`config.mk`:
```
export PLATFORM = sky130hd
export DESIGN_NAME = uart_rx_ctrl
export DESIGN_NICKNAME = d
export VERILOG_FILES = /design/src/rtl/uart_rx_ctrl_pkg.sv /design/src/rtl/rx_fifo.sv /design/src/rtl/uart_rx_ctrl.sv
export SDC_FILE = /design/constraint.sdc
export NUM_CORES = 1
export LEC_CHECK = 0
export BUFFER_PORTS_ARGS = -buffer_cell sky130_fd_sc_hd__buf_4
export CAP_MARGIN = 10
export CORE_MARGIN = 10
export CORE_UTILIZATION = 49
export CTS_CLUSTER_DIAMETER = 100
export DETAILED_ROUTE_END_ITERATION = 10
export GPL_ROUTABILITY_DRIVEN = 0
export PLACE_DENSITY = 0.76
export SYNTH_ARGS = -nofsm -noshare
export SYNTH_HDL_FRONTEND = slang
export SYNTH_SLANG_ARGS = --single-unit
export TNS_END_PERCENT = 1
```
`constraint.sdc`:
```
create_clock -name clk -period 2.5 [get_ports clk]
set_clock_uncertainty 0.15 [all_clocks]
set_input_delay 0.125 -clock clk [delete_from_list [all_inputs] [get_ports clk]]
set_output_delay 0.125 -clock clk [all_outputs]
set_load 0.01 [all_outputs]
```
`src/rtl/uart_rx_ctrl_pkg.sv`:
```
// rtl/uart_rx_ctrl_pkg.sv - shared register map, bit indices and defaults for uart_rx_ctrl
package uart_rx_ctrl_pkg;

  typedef enum logic [2:0] {
    ADDR_DATA   = 3'd0,
    ADDR_STATUS = 3'd1,
    ADDR_CTRL   = 3'd2,
    ADDR_DIV_LO = 3'd3,
    ADDR_DIV_HI = 3'd4
  } reg_addr_e;

  localparam int STATUS_NOT_EMPTY = 0;
  localparam int STATUS_FULL      = 1;
  localparam int STATUS_OVERRUN   = 2;

  localparam int CTRL_ENABLE = 0;
  localparam int CTRL_IRQ_EN = 1;

  localparam logic [15:0] DIV_RESET_DEFAULT = 16'd434;

endpackage

```
`src/rtl/rx_fifo.sv`:
```
// rtl/rx_fifo.sv - receive FIFO; a push while full is accepted only alongside a pop
module rx_fifo #(
  parameter int DEPTH = 4,
  parameter int WIDTH = 8
) (
  input  logic                     clk,
  input  logic                     rst_n,
  input  logic                     push,
  input  logic                     pop,
  input  logic [WIDTH-1:0]         din,
  output logic [WIDTH-1:0]         dout,
  output logic                     full,
  output logic                     empty,
  output logic [$clog2(DEPTH):0]   count
);

  localparam int AW = $clog2(DEPTH);

  logic [WIDTH-1:0] mem [DEPTH];
  logic [AW-1:0]    wr_ptr;
  logic [AW-1:0]    rd_ptr;
  logic             do_push;
  logic             do_pop;

  assign full    = (count == (AW+1)'(DEPTH));
  assign empty   = (count == '0);
  assign do_pop  = pop & ~empty;
  // When full, the simultaneous pop frees the slot the push lands in.
  assign do_push = push & (~full | pop);
  assign dout    = mem[rd_ptr];

  always_ff @(posedge clk) begin
    if (do_push && rst_n) begin
      mem[wr_ptr] <= din;
    end
  end

  always_ff @(posedge clk) begin
    if (!rst_n) begin
      wr_ptr <= '0;
      rd_ptr <= '0;
      count  <= '0;
    end else begin
      if (do_push) wr_ptr <= wr_ptr + 1'b1;
      if (do_pop)  rd_ptr <= rd_ptr + 1'b1;
      case ({do_push, do_pop})
        2'b10:   count <= count + 1'b1;
        2'b01:   count <= count - 1'b1;
        default: count <= count;
      endcase
    end
  end

endmodule

```
`src/rtl/uart_rx_ctrl.sv`:
```
// rtl/uart_rx_ctrl.sv - CPU register file, receive FIFO and interrupt for a UART receiver
module uart_rx_ctrl
  import uart_rx_ctrl_pkg::*;
#(
  parameter int          FIFO_DEPTH = 4,
  parameter logic [15:0] DIV_RESET  = DIV_RESET_DEFAULT
) (
  input  logic        clk,
  input  logic        rst_n,
  output logic        rx_en,
  output logic [31:0] clk_count_bit,
  input  logic [7:0]  rx_data,
  input  logic        rx_end,
  input  logic [2:0]  cpu_addr,
  input  logic        cpu_we,
  input  logic        cpu_re,
  input  logic [7:0]  cpu_wdata,
  output logic [7:0]  cpu_rdata,
  output logic        irq
);

  localparam int CW = $clog2(FIFO_DEPTH) + 1;

  logic          ctrl_enable;
  logic          ctrl_irq_en;
  logic          overrun;
  logic [15:0]   div;
  logic [7:0]    fifo_dout;
  logic          fifo_full;
  logic          fifo_empty;
  logic [CW-1:0] fifo_count;
  logic          data_rd;
  logic          overrun_set;
  logic          overrun_clr;
  logic [7:0]    status;
  logic [7:0]    rd_val;

  assign rx_en         = ctrl_enable;
  assign clk_count_bit = {16'd0, div};
  assign data_rd       = cpu_re && (cpu_addr == ADDR_DATA);
  // A pop in the same cycle makes room, so only an unpopped full FIFO overruns.
  assign overrun_set   = rx_end & fifo_full & ~data_rd;
  assign overrun_clr   = cpu_we && (cpu_addr == ADDR_STATUS) && cpu_wdata[STATUS_OVERRUN];

  rx_fifo #(
    .DEPTH (FIFO_DEPTH),
    .WIDTH (8)
  ) u_fifo (
    .clk   (clk),
    .rst_n (rst_n),
    .push  (rx_end),
    .pop   (data_rd),
    .din   (rx_data),
    .dout  (fifo_dout),
    .full  (fifo_full),
    .empty (fifo_empty),
    .count (fifo_count)
  );

  always_comb begin
    status = 8'h00;
    status[STATUS_NOT_EMPTY] = (fifo_count != '0);
    status[STATUS_FULL]      = fifo_full;
    status[STATUS_OVERRUN]   = overrun;
  end

  always_comb begin
    rd_val = 8'h00;
    case (cpu_addr)
      ADDR_DATA:   rd_val = fifo_empty ? 8'h00 : fifo_dout;
      ADDR_STATUS: rd_val = status;
      ADDR_CTRL:   rd_val = {6'd0, ctrl_irq_en, ctrl_enable};
      ADDR_DIV_LO: rd_val = div[7:0];
      ADDR_DIV_HI: rd_val = div[15:8];
      default:     rd_val = 8'h00;
    endcase
  end

  always_ff @(posedge clk) begin
    if (!rst_n) begin
      ctrl_enable <= 1'b0;
      ctrl_irq_en <= 1'b0;
      overrun     <= 1'b0;
      div         <= DIV_RESET;
      cpu_rdata   <= 8'h00;
      irq         <= 1'b0;
    end else begin
      if (cpu_re) cpu_rdata <= rd_val;

      if (overrun_set)      overrun <= 1'b1;
      else if (overrun_clr) overrun <= 1'b0;

      if (cpu_we) begin
        case (cpu_addr)
          ADDR_CTRL: begin
            ctrl_enable <= cpu_wdata[CTRL_ENABLE];
            ctrl_irq_en <= cpu_wdata[CTRL_IRQ_EN];
          end
          ADDR_DIV_LO: if (!ctrl_enable) div[7:0]  <= cpu_wdata;
          ADDR_DIV_HI: if (!ctrl_enable) div[15:8] <= cpu_wdata;
          default: ;
        endcase
      end

      irq <= ctrl_irq_en & (status[STATUS_NOT_EMPTY] | overrun);
    end
  end

endmodule

```
==> flow_summary.toml, run 1 <==
[outcome]
outcome = "finished clean"

[die]
coreArea_um2 = 5990
die_h_um = 98.9
dieArea_um2 = 9770
fp-row-count = 28
die_w_um = 98.9
initial_utilization = 0.509
ioPinCount = 66

[sta]
hold_violations = 0
fmax_mhz = 420
setup_tns_ns = 0
tightest_slew_ns = 0.523
setup_viol = 0
max-slew-margin-rel = 0.651
drv_slew = 0
fin_crit_sh = 0.952
finalCriticalPeriod_ns = 2.38
whs_ns = 0.0139
rsz0062_at_grt = "no"
timing.final.ws_setup_ns = 0.120

[yosys]
yosys.cell_types.count = 45
synthTopCellsByArea = "edfxtp_1, dfxtp_1, mux4_2, mux2i_1, buf_4"
synth_common_cells = "dfxtp_1, edfxtp_1, nand2_1, buf_4, mux2i_1"
ys_warn_count = 0
syn_area_per_cell_um2 = 12.2
synth_top_cell_by_area = "edfxtp_1"
synth-seq-cells = 69
synth_top_area_frac = 0.315
synth_edf_count = 32
yosysSeqAreaShare = 0.559
synthFlopType = "dfxtp_1"
syn-instance-count = 249
synth_most_common_cell = "dfxtp_1"
syn_area_um2 = 3050
async_reset_ff_frac = 0

[route]
routed_wl_um = 6950
wire_per_inst_um = 17.1
antenna_left = 0
met1_length_um = 2900
wl_met2_um = 3320
met3WireLength_um = 633
route.top_layer_used = "met4"
dr.pass1.iters = 4
drc = 0
vias_per_cell = 5.24
drt-initial-drc-count = 93
vias = 2124

[min_path]
hp-class = "primary input to register"
min_from = "cpu_we"

[place]
hpwl_um = 4870
port_buffers = 49
pre_cts_ws_ns = 0.0272

[cells_and_area]
drive_above_1_share = 0.267
finish.utilization = 0.644
synthToLayoutAreaGrowth_pct = 26.7
diodes = 0
fill_cells = 456
fin_nets = 355

[setup_path]
arrival_ns = 2.49
critPathRequiredTime_ns = 2.61
reg2reg_from = "u_fifo.count[2]$_SDFFE_PN0P_"
path_buf_inv = 2
cp_top_family = "simple AND/OR/NAND/NOR gates"
cp_slowest_stage_delay_ns = 0.40
startpoint = "u_fifo.count[2]$_SDFFE_PN0P_"
slowest_stage = "or3b_4"
cp_cell_sequence = "or3b_4, nor2_4, nor2b_2, inv_2, ha_1, inv_1, fa_1, xor2_1, or3_1, a21boi_1"
critPathKind = "register to register"
cp-end-kind = "register"
start_kind = "register"
cp_max_fo = 5

[clocking]
cts_buffers = 9
htreeDepth = 3
cts_setup_buffers = 0
clk_pin_slew_ns = 0.07
root_buffer = "clkbuf_8"
cts.path.max_buffers = 2
clkLatencyLatePin_ns = 0.34
cts_tree = "built"
clock-sinks = 69

[power_and_ir_drop]
intPower_mw = 1.80
combinationalPowerShare = 0.112
switching_share = 0.239
power.share.clock = 0.362
pwr_density_cell_nw_per_um2 = 611
vdd.ir_drop.worst_uv = 418
switching_power_uw = 563
seqPwrFrac = 0.526
leakagePower_nw = 1.54
finalPower_mw = 2.36

[global_routing]
grt_max_degree = 39
grt_pass1_wl_um = 11200
overflow = 0
antenna_found_initial = 0
grt_pass1_vias = 2231
track_usage = 0.142

[run]
cap_violations = 0
cell families after synthesis:
family / count (synthesis) / synth area share
other: 1 / 0.00123
flip-flops: 69 / 0.559
multiplexers: 22 / 0.106
buffers and inverters: 37 / 0.0743
adder cells (fa/ha/maj): 6 / 0.0271
XOR/XNOR: 5 / 0.0144
AND/OR/NAND/NOR: 72 / 0.130
AO/OA/AOI/OAI: 37 / 0.0891
layout by cell type (no fill, tap or decap), types with 2 or more instances in the layout:
cell and instances:
o22ai_1 2, xor2_1 2, and2_1 7, o21ai_0 8
a22oi_1 5, conb_1 16, nor3_1 3, clkbuf_8 9
nand3_1 9, mux2i_1 13, a211oi_2 2, or3_1 2
nand2_1 24, buf_4 56, a21boi_1 4, xnor2_1 3
nor2_1 3, a21boi_0 5, a211oi_1 2, clkinv_1 3
ha_1 5, edfxtp_1 32, and3_1 6, a31oi_1 5
mux4_2 8, inv_1 7, dfxtp_1 36, dlygate4sd3_1 23
nor2b_1 8
metrics by stage:
step	area (um2)	instances
6_report	3860	405
5_1_grt	3860	405
4_1_cts	3830	405
3_5_place_dp	3420	366
3_3_place_gp	3420	366
2_1_floorplan	3100	264
worst paths after layout:
path / endpoint / slack [ns] / depth (start not counted)
min reg2reg: irq$_SDFF_PN0_ / 0.33 / 1
max reg2reg: u_fifo.count[2]$_SDFFE_PN0P_ / 0.12 / 10
min: overrun$_SDFFE_PN0P_ / 0.01 / 4
max: u_fifo.count[2]$_SDFFE_PN0P_ / 0.12 / 10
layer usage:
layer,GRT usage,up-vias
met2,0.224,82
met5,0,-
met1,0.170,1016
li1,-,1018
met4,0.0452,0
met3,0.0642,8
registers in the layout, indices dropped and copies added, names as in the netlist, named ones only:
register and cells:
u_fifo.rd_ptr 2, u_fifo.wr_ptr 2, u_fifo.count 3, irq 1, cpu_rdata 8, u_fifo.mem 32, ctrl_irq_en 1, div 16
rx_en 1, overrun 1
power groups by stage:
| stage | registers (mW) | logic, mW | clock network, mW |
|---|---|---|---|
| floorplan | 1.27 | 0.151 | 0 |
| global placement | 1.26 | 0.226 | 0 |
| detailed placement | 1.26 | 0.233 | 0 |
| CTS | 1.24 | 0.259 | 0.863 |
| global route | 1.24 | 0.292 | 0.916 |
| finish | 1.24 | 0.264 | 0.855 |
final cells by class:
cell class / count / area (um2) / area share
inverter: 8 / 30.0 / 0.00778
sequential: 69 / 1700 / 0.441
clock buffer: 10 / 128 / 0.0331
clock inverter: 6 / 53.8 / 0.0139
tap: 75 / 93.8 / 0.0243
timing repair buffer: 79 / 651 / 0.169
multi-input combinational: 158 / 1200 / 0.311
tightest hold or removal path, delay by kind of cell:
| family | cells | cell delay, ns |
|---|---|---|
| simple gates | 1 | 0.04 |
| compound gates | 2 | 0.20 |
| buf+inv | 1 | 0.09 |
timing repair:
| item | 4_1_cts | 5_1_grt |
|---|---|---|
| endpoints found under the setup margin | 1 | 2 |
| gates resized for setup | 1 | 6 |
| hold buffers | 23 | 0 |
| endpoints found under the hold margin | 56 | 0 |
| pin swaps | 0 | 2 |
No activity file was read; power rests on OpenSTA's default activity.
==> run 2, diff against run 1 <==
Settings changed: CORE_UTILIZATION 49 to 54, PLACE_DENSITY 0.76 to 0.79.
Clock period 2.5 ns to 2.2 ns, I/O delays scaled along.
==> flow_summary.toml, run 2 (synthesized netlist as in run 1, its figures left out) <==
[clocking]
clkLatencyLatePin_ns = 0.34
htreeDepth = 3
cts.path.max_buffers = 2
cts_tree = "built"
clock-sinks = 69
root_buffer = "clkbuf_8"
cts_buffers = 9
clk_pin_slew_ns = 0.07
cts_setup_buffers = 0

[setup_path]
cp_cell_sequence = "or3b_4, nor2_4, nor2b_2, inv_2, ha_4, inv_1, fa_2, xor2_1, or3_1, a21boi_2"
cp_slowest_stage_delay_ns = 0.42
rr_endpoint = "u_fifo.count[2]$_SDFFE_PN0P_"
arrival_ns = 2.41
reg2reg_from = "u_fifo.count[1]$_SDFFE_PN0P_"
startpoint = "u_fifo.count[1]$_SDFFE_PN0P_"
critPathKind = "register to register"
r2r_cells = 10
start_kind = "register"
slowest_stage = "or3b_4"
cp_max_fo = 2
r2r_slack_ns = -0.08
cp-end-kind = "register"
critPathRequiredTime_ns = 2.33
crit_path_end = "u_fifo.count[2]$_SDFFE_PN0P_"

[global_routing]
grt_pass1_wl_um = 10600
antenna_found_initial = 0
overflow = 0
grt_max_degree = 39
track_usage = 0.152
grt_pass1_vias = 2222

[cells_and_area]
reg.largest.list = "u_fifo.mem: 32 flops, div: 16 flops, cpu_rdata: 8 flops"
synthToLayoutAreaGrowth_pct = 28.6
drive_above_1_share = 0.296
final_cell_mix = "buf_4, dfxtp_1, edfxtp_1"
fill_cells = 398
largest_reg_flops = 32
finish.utilization = 0.712
instances_no_fill = 411
top_register = "u_fifo.mem"
final_common_cell = "buf_4"
fin_nets = 363

[outcome]
violations = "negative setup slack"
outcome = "finished with violations"

[sta]
setup_tns_ns = -0.0849
fmax_mhz = 438
fin_crit_sh = 1.04
drv_slew = 0
timing.final.ws_setup_ns = -0.0849
finalCriticalPeriod_ns = 2.28
setup_viol = 1
rsz0062_at_grt = "yes"
hold_violations = 0
whs_ns = 0.0383

[place]
hpwl_um = 4620
port_buffers = 49
dpl.cell_count = 370

[die]
fp-row-count = 27
dieArea_um2 = 9050
initial_utilization = 0.553
ioPinCount = 66
coreArea_um2 = 5510
die_w_um = 95.1
die_h_um = 95.1

[route]
vias_per_cell = 5.15
vias = 2118
routed_wl_um = 6560
antenna_left = 0
dr.pass1.iters = 4
drt-initial-drc-count = 162
drc = 0
wire_per_inst_um = 16.0

[power_and_ir_drop]
leakagePower_nw = 1.57
vdd.ir_drop.worst_uv = 391
pwr_density_cell_nw_per_um2 = 655

[run]
cap_violations = 0

[min_path]
hp-class = "primary input to register"
run 2: how the worst min path moves through the flow:
stage	startpoint	endpoint	slack (ns)	cells after the start
4_1_cts	cpu_re	cpu_rdata[7]$_SDFFE_PN0P_	0.02	3
5_1_grt	cpu_re	cpu_rdata[7]$_SDFFE_PN0P_	0.06	3
2_1_floorplan	rx_data[0]	u_fifo.mem[0][0]$_DFFE_PP_	0.06	0
3_5_place_dp	rx_data[6]	u_fifo.mem[1][6]$_DFFE_PP_	0.17	1
3_3_place_gp	rx_data[6]	u_fifo.mem[0][6]$_DFFE_PP_	0.16	1
6_report	cpu_re	cpu_rdata[7]$_SDFFE_PN0P_	0.04	3
run 2: worst max-delay path, delay by kind of cell, from the launching register on:
family	cells	cell delay, ns
AO/OA/AOI/OAI	1	0.12
XOR/XNOR	1	0.15
adder cells (fa/ha/maj)	2	0.46
buffers and inverters	2	0.13
flip-flops	1	0.31
AND/OR/NAND/NOR	4	0.91
run 2: stage by stage:
stage | instance area, um2 | setup WS, ns | total power, mW
finish | 3920 | -0.0849 | 2.57
floorplan | 3130 | -0.0348 | 1.62
global placement | 3500 | 0.00737 | 1.71
detailed placement | 3500 | -0.0742 | 1.72
global route | 3920 | -0.215 | 2.69
CTS | 3890 | -0.0900 | 2.59
run 2: area by class of cell:
class	count	area [um2]	share of cell area
repair buffers	87	713	0.182
clock buffers	10	128	0.0326
multi-input cells	158	1220	0.312
clock inverters	6	30.0	0.00766
inverters	8	30.0	0.00766
well taps	72	90.1	0.0230
diodes	1	2.50	0.000639
flip-flops and latches	69	1700	0.435
run 2: layer usage:
metal / track usage / part of all wire / up-vias
li1: - / - / 1036
met1: 0.178 / 0.40 / 993
met2: 0.249 / 0.50 / 78
met3: 0.0471 / 0.085 / 11
met4: 0.0723 / 0.016 / 0
met5: 0 / 0 / -
run 2: report_power, final:
part           total (mW)  internal (mW)  switching [mW]
clock               0.842          0.395           0.447
combinational       0.317          0.162           0.155
sequential           1.41           1.39          0.0228
run 2: repair_timing:
| action | 4_1_cts | 5_1_grt |
|---|---|---|
| endpoints found under the setup margin | 2 | 5 |
| resized for setup | 0 | 6 |
| hold endpoints to repair | 51 | 0 |
| pin swaps | 0 | 0 |
| hold buffers | 24 | 0 |
